**src/rtl/vga_pkg.sv**
```systemverilog
// Shared definitions for the VGA pixel generator.
//   H_VIS_DEF / V_VIS_DEF : default visible area
//   rgb444_t              : {R[3:0], G[3:0], B[3:0]}
//   BAR_COLORS            : colour-bar palette, left to right
//   motion_state_t        : box motion FSM states
package vga_pkg;

  localparam int H_VIS_DEF = 640;
  localparam int V_VIS_DEF = 480;

  typedef logic [11:0] rgb444_t;

  localparam rgb444_t BAR_COLORS [8] = '{
    12'hFFF, 12'hFF0, 12'h0FF, 12'h0F0,
    12'hF0F, 12'hF00, 12'h00F, 12'h000
  };

  typedef enum logic [1:0] {
    ST_IDLE  = 2'd0,
    ST_UPD_X = 2'd1,
    ST_UPD_Y = 2'd2
  } motion_state_t;

endpackage

```
**src/rtl/vga_box_motion.sv**
```systemverilog
// Bouncing-box position tracker. Moves the box once per frame, X then Y,
// in the cycles right after frame_tick so the update lands in vertical blanking.
// Ports:
//   clk, reset          : pixel clock, async active-low reset
//   i_frame_tick        : one-cycle pulse per frame
//   i_pause             : 1 holds the box still (sampled at frame_tick)
//   o_box_x, o_box_y    : top-left corner of the box
//
// state    | meaning
// ST_IDLE  | waiting for the next frame tick
// ST_UPD_X | applying the bounce rule to box_x
// ST_UPD_Y | applying the bounce rule to box_y
module vga_box_motion
  import vga_pkg::*;
#(
  parameter int H_VIS    = H_VIS_DEF,
  parameter int V_VIS    = V_VIS_DEF,
  parameter int BOX_SIZE = 32,
  parameter int STEP     = 2
) (
  input  logic       clk,
  input  logic       reset,
  input  logic       i_frame_tick,
  input  logic       i_pause,
  output logic [9:0] o_box_x,
  output logic [9:0] o_box_y
);

  localparam logic [10:0] MAXX   = 11'(H_VIS - BOX_SIZE);
  localparam logic [10:0] MAXY   = 11'(V_VIS - BOX_SIZE);
  localparam logic [10:0] STEP_W = 11'(STEP);

  motion_state_t r_state, w_next;
  logic [9:0]    r_box_x, r_box_y;
  logic          r_dir_x, r_dir_y;    // 1 = moving in the + direction
  logic [10:0]   w_upd_x, w_upd_y;    // {new_dir, new_pos}

  // 11-bit arithmetic so pos+STEP cannot wrap before the limit compare.
  function automatic logic [10:0] bounce(input logic [9:0]  pos,
                                         input logic        dir,
                                         input logic [10:0] maxp);
    logic [10:0] pos_w;
    pos_w = {1'b0, pos};
    if (dir) begin
      if (pos_w + STEP_W >= maxp) return {1'b0, maxp[9:0]};
      return {1'b1, 10'(pos_w + STEP_W)};
    end
    if (pos_w <= STEP_W) return {1'b1, 10'd0};
    return {1'b0, 10'(pos_w - STEP_W)};
  endfunction

  assign w_upd_x = bounce(r_box_x, r_dir_x, MAXX);
  assign w_upd_y = bounce(r_box_y, r_dir_y, MAXY);

  always_comb begin
    w_next = r_state;
    case (r_state)
      ST_IDLE:  if (i_frame_tick && !i_pause) w_next = ST_UPD_X;
      ST_UPD_X: w_next = ST_UPD_Y;
      ST_UPD_Y: w_next = ST_IDLE;
      default:  w_next = ST_IDLE;
    endcase
  end

  always_ff @(posedge clk or negedge reset) begin
    if (!reset) begin
      r_state <= ST_IDLE;
      r_box_x <= '0;
      r_box_y <= '0;
      r_dir_x <= 1'b1;
      r_dir_y <= 1'b1;
    end else begin
      r_state <= w_next;
      if (r_state == ST_UPD_X) {r_dir_x, r_box_x} <= w_upd_x;
      if (r_state == ST_UPD_Y) {r_dir_y, r_box_y} <= w_upd_y;
    end
  end

  assign o_box_x = r_box_x;
  assign o_box_y = r_box_y;

endmodule

```
**src/rtl/vga_pixel_gen.sv**
```systemverilog
// Test-pattern pixel generator fed by vga_sync. Two-stage pipeline:
// stage 1 picks the pattern colour from x/y/mode, stage 2 blanks it with vOn
// and re-times the syncs. vOn/hsync/vsync already lag x/y by one cycle, so
// all outputs line up with the x/y presented two cycles earlier.
// Ports:
//   clk, reset            : pixel clock, async active-low reset
//   x, y                  : pixel coordinates
//   vOn, hsync, vsync     : video-on and syncs (one cycle behind x/y)
//   mode                  : 0 black, 1 bars, 2 checker, 3 box over bars
//   pause                 : freezes box motion
//   rgb                   : registered RGB444 pixel
//   hsync_o, vsync_o      : syncs aligned with rgb
//   frame_tick            : one-cycle pulse after (0, V_VIS) is sampled
// Build option: define VGA_BORDER_EN to draw a white 1-pixel frame border.
module vga_pixel_gen
  import vga_pkg::*;
#(
  parameter int      H_VIS     = H_VIS_DEF,
  parameter int      V_VIS     = V_VIS_DEF,
  parameter int      BOX_SIZE  = 32,
  parameter int      STEP      = 2,
  parameter rgb444_t BOX_COLOR = 12'hFF0
) (
  input  logic       clk,
  input  logic       reset,
  input  logic [9:0] x,
  input  logic [9:0] y,
  input  logic       vOn,
  input  logic       hsync,
  input  logic       vsync,
  input  logic [1:0] mode,
  input  logic       pause,
  output logic [11:0] rgb,
  output logic       hsync_o,
  output logic       vsync_o,
  output logic       frame_tick
);

  localparam int BAR_W = H_VIS / 8;

  rgb444_t     r_color_s1, r_rgb, w_pattern, w_bar_color;
  logic        r_hsync, r_vsync, r_frame_tick;
  logic [9:0]  w_box_x, w_box_y, w_bar_div;
  logic [2:0]  w_bar_idx;
  logic [10:0] w_bx_end, w_by_end;
  logic        w_in_box;

  vga_box_motion #(
    .H_VIS(H_VIS), .V_VIS(V_VIS), .BOX_SIZE(BOX_SIZE), .STEP(STEP)
  ) u_motion (
    .clk         (clk),
    .reset       (reset),
    .i_frame_tick(r_frame_tick),
    .i_pause     (pause),
    .o_box_x     (w_box_x),
    .o_box_y     (w_box_y)
  );

  // Off-screen x gives an index past 7; clamp so the palette read stays legal.
  assign w_bar_div   = 10'(x / 10'(BAR_W));
  assign w_bar_idx   = (w_bar_div > 10'd7) ? 3'd7 : w_bar_div[2:0];
  assign w_bar_color = BAR_COLORS[w_bar_idx];

  assign w_bx_end = {1'b0, w_box_x} + 11'(BOX_SIZE);
  assign w_by_end = {1'b0, w_box_y} + 11'(BOX_SIZE);
  assign w_in_box = (x >= w_box_x) && ({1'b0, x} < w_bx_end) &&
                    (y >= w_box_y) && ({1'b0, y} < w_by_end);

  always_comb begin
    w_pattern = '0;
    case (mode)
      2'd1:    w_pattern = w_bar_color;
      2'd2:    w_pattern = (x[5] ^ y[5]) ? 12'hFFF : 12'h000;
      2'd3:    w_pattern = w_in_box ? BOX_COLOR : w_bar_color;
      default: w_pattern = '0;
    endcase
`ifdef VGA_BORDER_EN
    if (x == 10'd0 || x == 10'(H_VIS - 1) || y == 10'd0 || y == 10'(V_VIS - 1))
      w_pattern = 12'hFFF;
`endif
  end

  always_ff @(posedge clk or negedge reset) begin
    if (!reset) begin
      r_color_s1   <= '0;
      r_rgb        <= '0;
      r_hsync      <= 1'b1;
      r_vsync      <= 1'b1;
      r_frame_tick <= 1'b0;
    end else begin
      r_color_s1   <= w_pattern;
      r_rgb        <= vOn ? r_color_s1 : 12'h000;
      r_hsync      <= hsync;
      r_vsync      <= vsync;
      r_frame_tick <= (x == 10'd0) && (y == 10'(V_VIS));
    end
  end

  assign rgb        = r_rgb;
  assign hsync_o    = r_hsync;
  assign vsync_o    = r_vsync;
  assign frame_tick = r_frame_tick;

endmodule

```
**config.mk**
```make
export PLATFORM = sky130hd
export DESIGN_NAME = vga_pixel_gen
export DESIGN_NICKNAME = d
export VERILOG_FILES = /design/src/rtl/vga_pkg.sv /design/src/rtl/vga_box_motion.sv /design/src/rtl/vga_pixel_gen.sv
export SDC_FILE = /design/constraint.sdc
export NUM_CORES = 1
export LEC_CHECK = 0
export BUFFER_PORTS_ARGS = -buffer_cell sky130_fd_sc_hd__buf_2
export CAP_MARGIN = 20
export CORE_ASPECT_RATIO = 1.5
export CORE_MARGIN = 5
export CORE_UTILIZATION = 40
export CTS_CLUSTER_DIAMETER = 200
export DETAILED_ROUTE_END_ITERATION = 8
export PLACE_DENSITY = 0.61
export SLEW_MARGIN = 20
export SYNTH_ARGS = -nofsm -noshare
export SYNTH_HDL_FRONTEND = slang
export SYNTH_SLANG_ARGS = --single-unit
export TNS_END_PERCENT = 10
```
**constraint.sdc**
```tcl
create_clock -name clk -period 2.65 [get_ports clk]
set_clock_uncertainty 0.1 [all_clocks]
set_input_delay 0 -clock clk [delete_from_list [all_inputs] [get_ports clk]]
set_output_delay 0 -clock clk [all_outputs]
set_load 0.005 [all_outputs]
```
==> results of run 1 <==
==> placed cells by master (no fill, tap or decap), drive strengths merged, types with 4 or more instances in the layout <==
cell         count
o211ai           6
o21ai           20
a21oi           32
and2             7
nand4            8
nand3           15
buf             60
dfstp            4
a31oi            5
o21a             4
o31ai            6
a21o             6
clkbuf           7
nor3            24
a221oi           4
and3             6
nand2           22
dlygate4sd3     14
nor2            20
dfrtp           27
inv             24
a22oi            4
ha              38
xnor2            8
==> worst max-delay path, cell delays in order (launching register included) <==
cell	delay, ns
dfrtp_2	0.42
inv_1	0.07
ha_1	0.27
inv_1	0.04
ha_1	0.28
a21o_1	0.17
a2111oi_2	0.34
o31ai_1	0.12
o221ai_1	0.10
nand4_1	0.17
a31o_2	0.26
==> repair_timing <==
action / in CTS / in global routing
resized for setup: 0 / 3
hold endpoints to repair: 37 / 0
hold buffers: 14 / 0
setup endpoints to repair: 0 / 3
==> stage by stage <==
step	cell area (sq um)	utilization (%)	total power [mW]	setup slack [ns]	cells
2_1_floorplan	3070	-	0.648	0.164	378
3_3_place_gp	3390	44.8	0.729	0.179	510
3_5_place_dp	3390	44.8	0.737	0.0807	510
4_1_cts	3680	48.6	1.34	0.0627	532
5_1_grt	3680	48.7	1.39	0.0257	532
6_report	3680	48.7	1.32	0.180	532
==> state kept, by name, summed over array words and instances, names as in the netlist <==
name and count:
u_motion.r_dir_x 1, r_color_s1 3, u_motion.r_state 2, u_motion.o_box_x 9, hsync_o 1, u_motion.r_dir_y 1
frame_tick 1, vsync_o 1, u_motion.o_box_y 9, rgb 3
==> power by group through the flow <==
stage	registers (mW)	logic (mW)	clock network, mW
global placement	0.512	0.217	0
floorplan	0.502	0.146	0
global route	0.505	0.272	0.615
detailed placement	0.512	0.225	0
finish	0.505	0.237	0.578
CTS	0.504	0.237	0.598
==> final cells by class <==
cell class                 count  share of cell area (%)
clock buffer                   7                    3.87
clock inverter                 1                   0.136
inverter                      26                    2.65
multi-input combinational    291                    55.5
sequential                    31                    21.2
tap                          102                    3.46
timing repair buffer          74                    13.2
==> how the worst min path moves through the flow <==
stage	cells past startpoint	start	end
detailed placement	1	hsync	hsync_o
global route	3	x[9]	r_color_s1[7]
CTS	3	x[9]	r_color_s1[7]
finish	3	x[9]	r_color_s1[7]
global placement	1	reset	u_motion.o_box_y[6]
floorplan	0	reset	frame_tick
==> cells by family (layout without fill, tap and decap cells) <==
family                     after synthesis  in the layout  synth area share, %
buffers and inverters                   56            108                 8.15
adders and majority gates               39             39                 15.8
DFF                                     31             31                 25.4
xor gates and xnor gates                 9              9                 2.57
and+or+nand+nor                        121            121                 20.3
AOI/OAI and AO/OA                      121            121                 27.4
muxes                                    1              1                0.326
==> per-layer routing <==
metal  vias up  global-route usage, %  wire length [microns]
li1       1517                      -                      -
met1      1501                   21.3                   3380
met2       117                   38.4                   5040
met3        27                   2.45                    387
met4         0                   8.68                    367
met5         -                      0                      0
==> qor.yml, run 1 <==
status:
  outcome: "complete, no violations"
clock_network:
  cts_max_path_buffers: 2
  cts_setup_buffers: 0
  clk_pin_slew_ns: 0.06
  htreeDepth: 2
  cts_root_buf: "clkbuf_16"
  cts_buffers: 5
  cts_num_sinks: 31
  clk_latency_ns: 0.28
  tritoncts: "done"
power_and_ir_drop:
  switchingPower_uw: 350
  powerDensity_nw_per_um2: 358
  vdd_drop_max_mv: 0.298
  pwr-share-seq_pct: 38.2
  power_frac_clock_pct: 43.8
  swShare_pct: 26.5
  power_frac_comb_pct: 18.0
  intPower_uw: 970
  p_leak_nw: 1.59
floorplanning:
  dieArea_sq_um: 9560
  die_x_microns: 81.5
  core_sq_um: 7560
  io-pin-count: 43
  rows: 39
  initial_core_util_pct: 40.6
  dieHeight_microns: 117
placed_design:
  port_buffers: 42
  hpwl_microns: 7170
  routabilityCongestion: 0.946
finish:
  fin_nets: 495
  multi_input_area_sq_um: 2040
  num_antenna_cells: 0
  syn2layout_area_growth_pct: 20.1
  drive_gt1_share_pct: 18.6
  seqCellArea_sq_um: 782
  fillers: 737
sta:
  tns_ns: 0
  hold_slack_ns: 0.0199
  hold_viol_final: 0
  min_period_ns: 2.47
  final-setup-viol-count: 0
  maxSlewHeadroom_pct: 49.4
  rsz0062_at_grt: "false"
  drv_slew: 0
  post-route-period-util_pct: 93.2
  fmax_ghz: 0.405
  tightestPinTransition_ns: 0.759
critical_path:
  worst-setup-path-type: "reg -> reg"
  r2r-end: "r_color_s1[3]"
  r2r_cells: 10
  cp-start-kind: "register"
  cp_max_fo: 7
  endpoint: "r_color_s1[3]"
  timing.rr.start: "u_motion.o_box_y[5]"
  critical_path_required_ns: 2.71
  endpoint_kind: "register"
  arrival_ns: 2.53
  worstSetupStartpoint: "u_motion.o_box_y[5]"
  reg2reg_setup_slack_ns: 0.18
drt:
  viasPerCell: 5.94
  drtAntennaViolNets: 0
  drc_errors: 0
  first_iter_violations: 179
  post_drt_wl_per_cell_microns: 17.2
  wirelength_microns: 9170
  drtPass1Iterations: 5
  vias: 3162
global_route:
  grt_first_pass_wirelength_microns: 14800
  antenna_found_initial: 0
  grt_pass1_vias: 3059
  grt_max_degree: 32
  grt_usage_pct: 20.0
  grt.overflow.total: 0
synthesis:
  synth_fp_nets: 444
  yosysWarnings: 0
  yosysMostFrequentCell: "ha_1"
  synthCells: 378
  synth_top_cell_area_share_pct: 22.0
  seq_area_frac_synth_pct: 25.4
  ys_types: 59
  synth_commonest_cells: "ha_1 (38), a21oi_1 (32), dfrtp_1 (27), inv_1 (24), nor3_1 (24)"
  synth_top_cell_by_area: "dfrtp_1"
  synthTopCellsByArea: "dfrtp_1 (22%), ha_1 (15%), a21oi_1 (5.2%), nor3_1 (3.9%), dfstp_2 (3.4%)"
  synth_edf_count: 0
  ys.flop_type: "dfrtp_1"
  avgSynthCellArea_sq_um: 8.12
  syn-cell-area_sq_um: 3070
  async_reset_ff_share_pct: 100
  ys_seq_elements: 31
run:
  maxCapViolCount: 0
worst_hold_path:
  hold_path_class: "in -> reg"
(Power assumes the default switching activity.)
==> inputs of run 2 (changes only) <==
REMOVE_ABC_BUFFERS = 1   (was default)
clock period = 2 ns   (was 2.65 ns; I/O delays follow)
==> qor.yml, run 2 (same netlist as run 1, synthesis figures left out) <==
critical_path:
  r2r_cells: 11  # was 10
  path_buf_inv: 3  # was 2
  crit_chain: "buf_6 > inv_4 > ha_4 > inv_2 > ha_4 > a21o_1 > a2111oi_4 > o31ai_1 > o221ai_1 > nand4_1 > a31o_2"  # was inv_1 > ha_1 > inv_1 > ha_1 > a21o_1 > a2111oi_2 > o31ai_1 > o221ai_1 > nand4_1 > a31o_2
  arrival_ns: 2.51  # was 2.53 ns
  endpoint: "r_color_s1[3]"  # unchanged
  reg2reg_setup_slack_ns: -0.45  # was 0.18 ns
  cp_common_cell: "ha_4"
  cp.depth: 11  # was 10
  slowest_delay_ns: 0.40  # was 0.42 ns
  cp_max_fo: 3  # was 7
  r2r-end: "r_color_s1[3]"  # unchanged
  endpoint_kind: "register"  # unchanged
  crit_family: "compound AO/OA/AOI/OAI gates"  # unchanged
  timing.rr.start: "u_motion.o_box_y[5]"  # unchanged
  worstSetupStartpoint: "u_motion.o_box_y[5]"  # unchanged
  cp_slowest_cell: "dfrtp_1"  # was dfrtp_2
  worst-setup-path-type: "reg -> reg"  # unchanged
  critical_path_required_ns: 2.06  # was 2.71 ns
  cp-start-kind: "register"  # unchanged
floorplanning:
  rows: 39  # unchanged
  initial_core_util_pct: 40.6  # unchanged
  die_x_microns: 81.5  # unchanged
  dieArea_sq_um: 9560  # unchanged
  core_sq_um: 7560  # unchanged
  dieHeight_microns: 117  # unchanged
  io-pin-count: 43  # unchanged
clock_network:
  htreeDepth: 2  # unchanged
  clk_latency_ns: 0.28  # about the same
  cts_num_sinks: 31  # unchanged
  tritoncts: "done"  # unchanged
  cts_root_buf: "clkbuf_16"  # unchanged
  clk_pin_slew_ns: 0.06  # about the same
  cts_buffers: 5  # unchanged
  cts_max_path_buffers: 2  # unchanged
finish:
  layout_common_cells: "buf_4 (97), buf_2 (42), ha_1 (34), a21oi_1 (30), dfrtp_1 (27)"  # was buf_2 (42), ha_1 (38), a21oi_1 (32), dfrtp_1 (26)
  num_antenna_cells: 0  # unchanged
  drive_gt1_share_pct: 35.7  # was 18.6%
  design_area_sq_um: 4450  # was 3680 sq um
  syn2layout_area_growth_pct: 45.1  # was 20.1%
  fin_util_pct: 58.9  # was 48.7%
  final_common_cell: "buf_4"  # was buf_2
  fin_nets: 577  # was 495
  stdcell_count: 614  # was 532
power_and_ir_drop:
  p_leak_nw: 2.02  # was 1.59 nW
  totalPowerFinal_mw: 1.94  # was 1.32 mW
  powerDensity_nw_per_um2: 435  # was 358 nW/um^2
  vdd_drop_max_mv: 0.351  # was 0.298 mV
drt:
  first_iter_violations: 143  # was 179
  viasPerCell: 5.64  # was 5.94
  drtAntennaViolNets: 0  # unchanged
  drc_errors: 0  # unchanged
  vias: 3465  # was 3162
  post_drt_wl_per_cell_microns: 16.8  # was 17.2 microns
  drtPass1Iterations: 4  # was 5
  wirelength_microns: 10300  # was 9170 microns
global_route:
  grt_first_pass_wirelength_microns: 16500  # was 14800 microns
  grt_pass1_vias: 3503  # was 3059
  grt_usage_pct: 22.5  # was 20.0%
  grt.overflow.total: 0  # unchanged
  grt_max_degree: 32  # unchanged
  antenna_found_initial: 0  # unchanged
sta:
  tns_ns: -5.25  # was 0 ns
  maxSlewHeadroom_pct: 48.5  # was 49.4%
  hold_slack_ns: 0.0205  # was 0.0199 ns
  final-setup-viol-count: 22  # was 0
  fmax_ghz: 0.408  # was 0.405 GHz
  tightestPinTransition_ns: 0.772  # was 0.759 ns
  drv_slew: 0  # unchanged
  post-route-period-util_pct: 122  # was 93.2%
  min_period_ns: 2.45  # was 2.47 ns
  rsz0062_at_grt: "true"  # was false
  hold_viol_final: 0  # unchanged
  fin_ws_ns: -0.449  # was 0.180 ns
status:
  violations: "setup timing"
  outcome: "finished, violations left"  # was complete, no violations
placed_design:
  place_ws_ns: -0.554  # was 0.0807 ns
  hpwl_microns: 7950  # was 7170 microns
  port_buffers: 42  # unchanged
  dpl_cell_area_sq_um: 3960  # was 3390 sq um
  routabilityCongestion: 0.908  # was 0.946
  placed_cells: 586  # was 510
run:
  maxCapViolCount: 0  # unchanged
worst_hold_path:
  hold_path_class: "in -> reg"  # unchanged
==> run 2: what timing repair did <==
item                       4_1_cts  5_1_grt
pin swaps                       13       12
buffers inserted                 5        2
setup endpoints to repair       23       23
hold endpoints to repair        37        0
hold buffers                    13        0
resized for setup               27        9
==> run 2: cell type report <==
cell class | instances | area [sq um]
fillers | 710 | 3110
multi-input cells | 291 | 2160
well taps | 102 | 128
inverters | 26 | 100
repair buffers | 156 | 1110
clock buffers | 6 | 139
clock inverters | 2 | 35.0
flip-flops and latches | 31 | 781
==> run 2: worst min path at each step <==
stage | startpoint | end | cells after the start | slack (ns)
after detailed placement | hsync | hsync_o | 1 | 0.006
final | y[8] | frame_tick | 3 | 0.02
after global routing | y[7] | frame_tick | 3 | 0.04
after floorplan | reset | frame_tick | 0 | -0.40
after global placement | vsync | vsync_o | 1 | 0.004
after CTS | y[8] | frame_tick | 3 | 0.02
==> run 2: layer usage <==
layer / wire length [microns] / global-route usage (%)
met2: 6040 / 45.0
met5: 0 / 0
met3: 261 / 3.22
met4: 421 / 10.8
met1: 3600 / 21.6
==> run 2: report_power, final <==
part | internal, mW | switching (mW) | total, mW
Combinational | 0.177 | 0.194 | 0.371
Clock | 0.619 | 0.289 | 0.908
Sequential | 0.648 | 0.0122 | 0.660
==> run 2: tightest hold or removal path: stages <==
cell	delay, ns
buf_2	0.12
nand4b_1	0.17
nor3_1	0.08
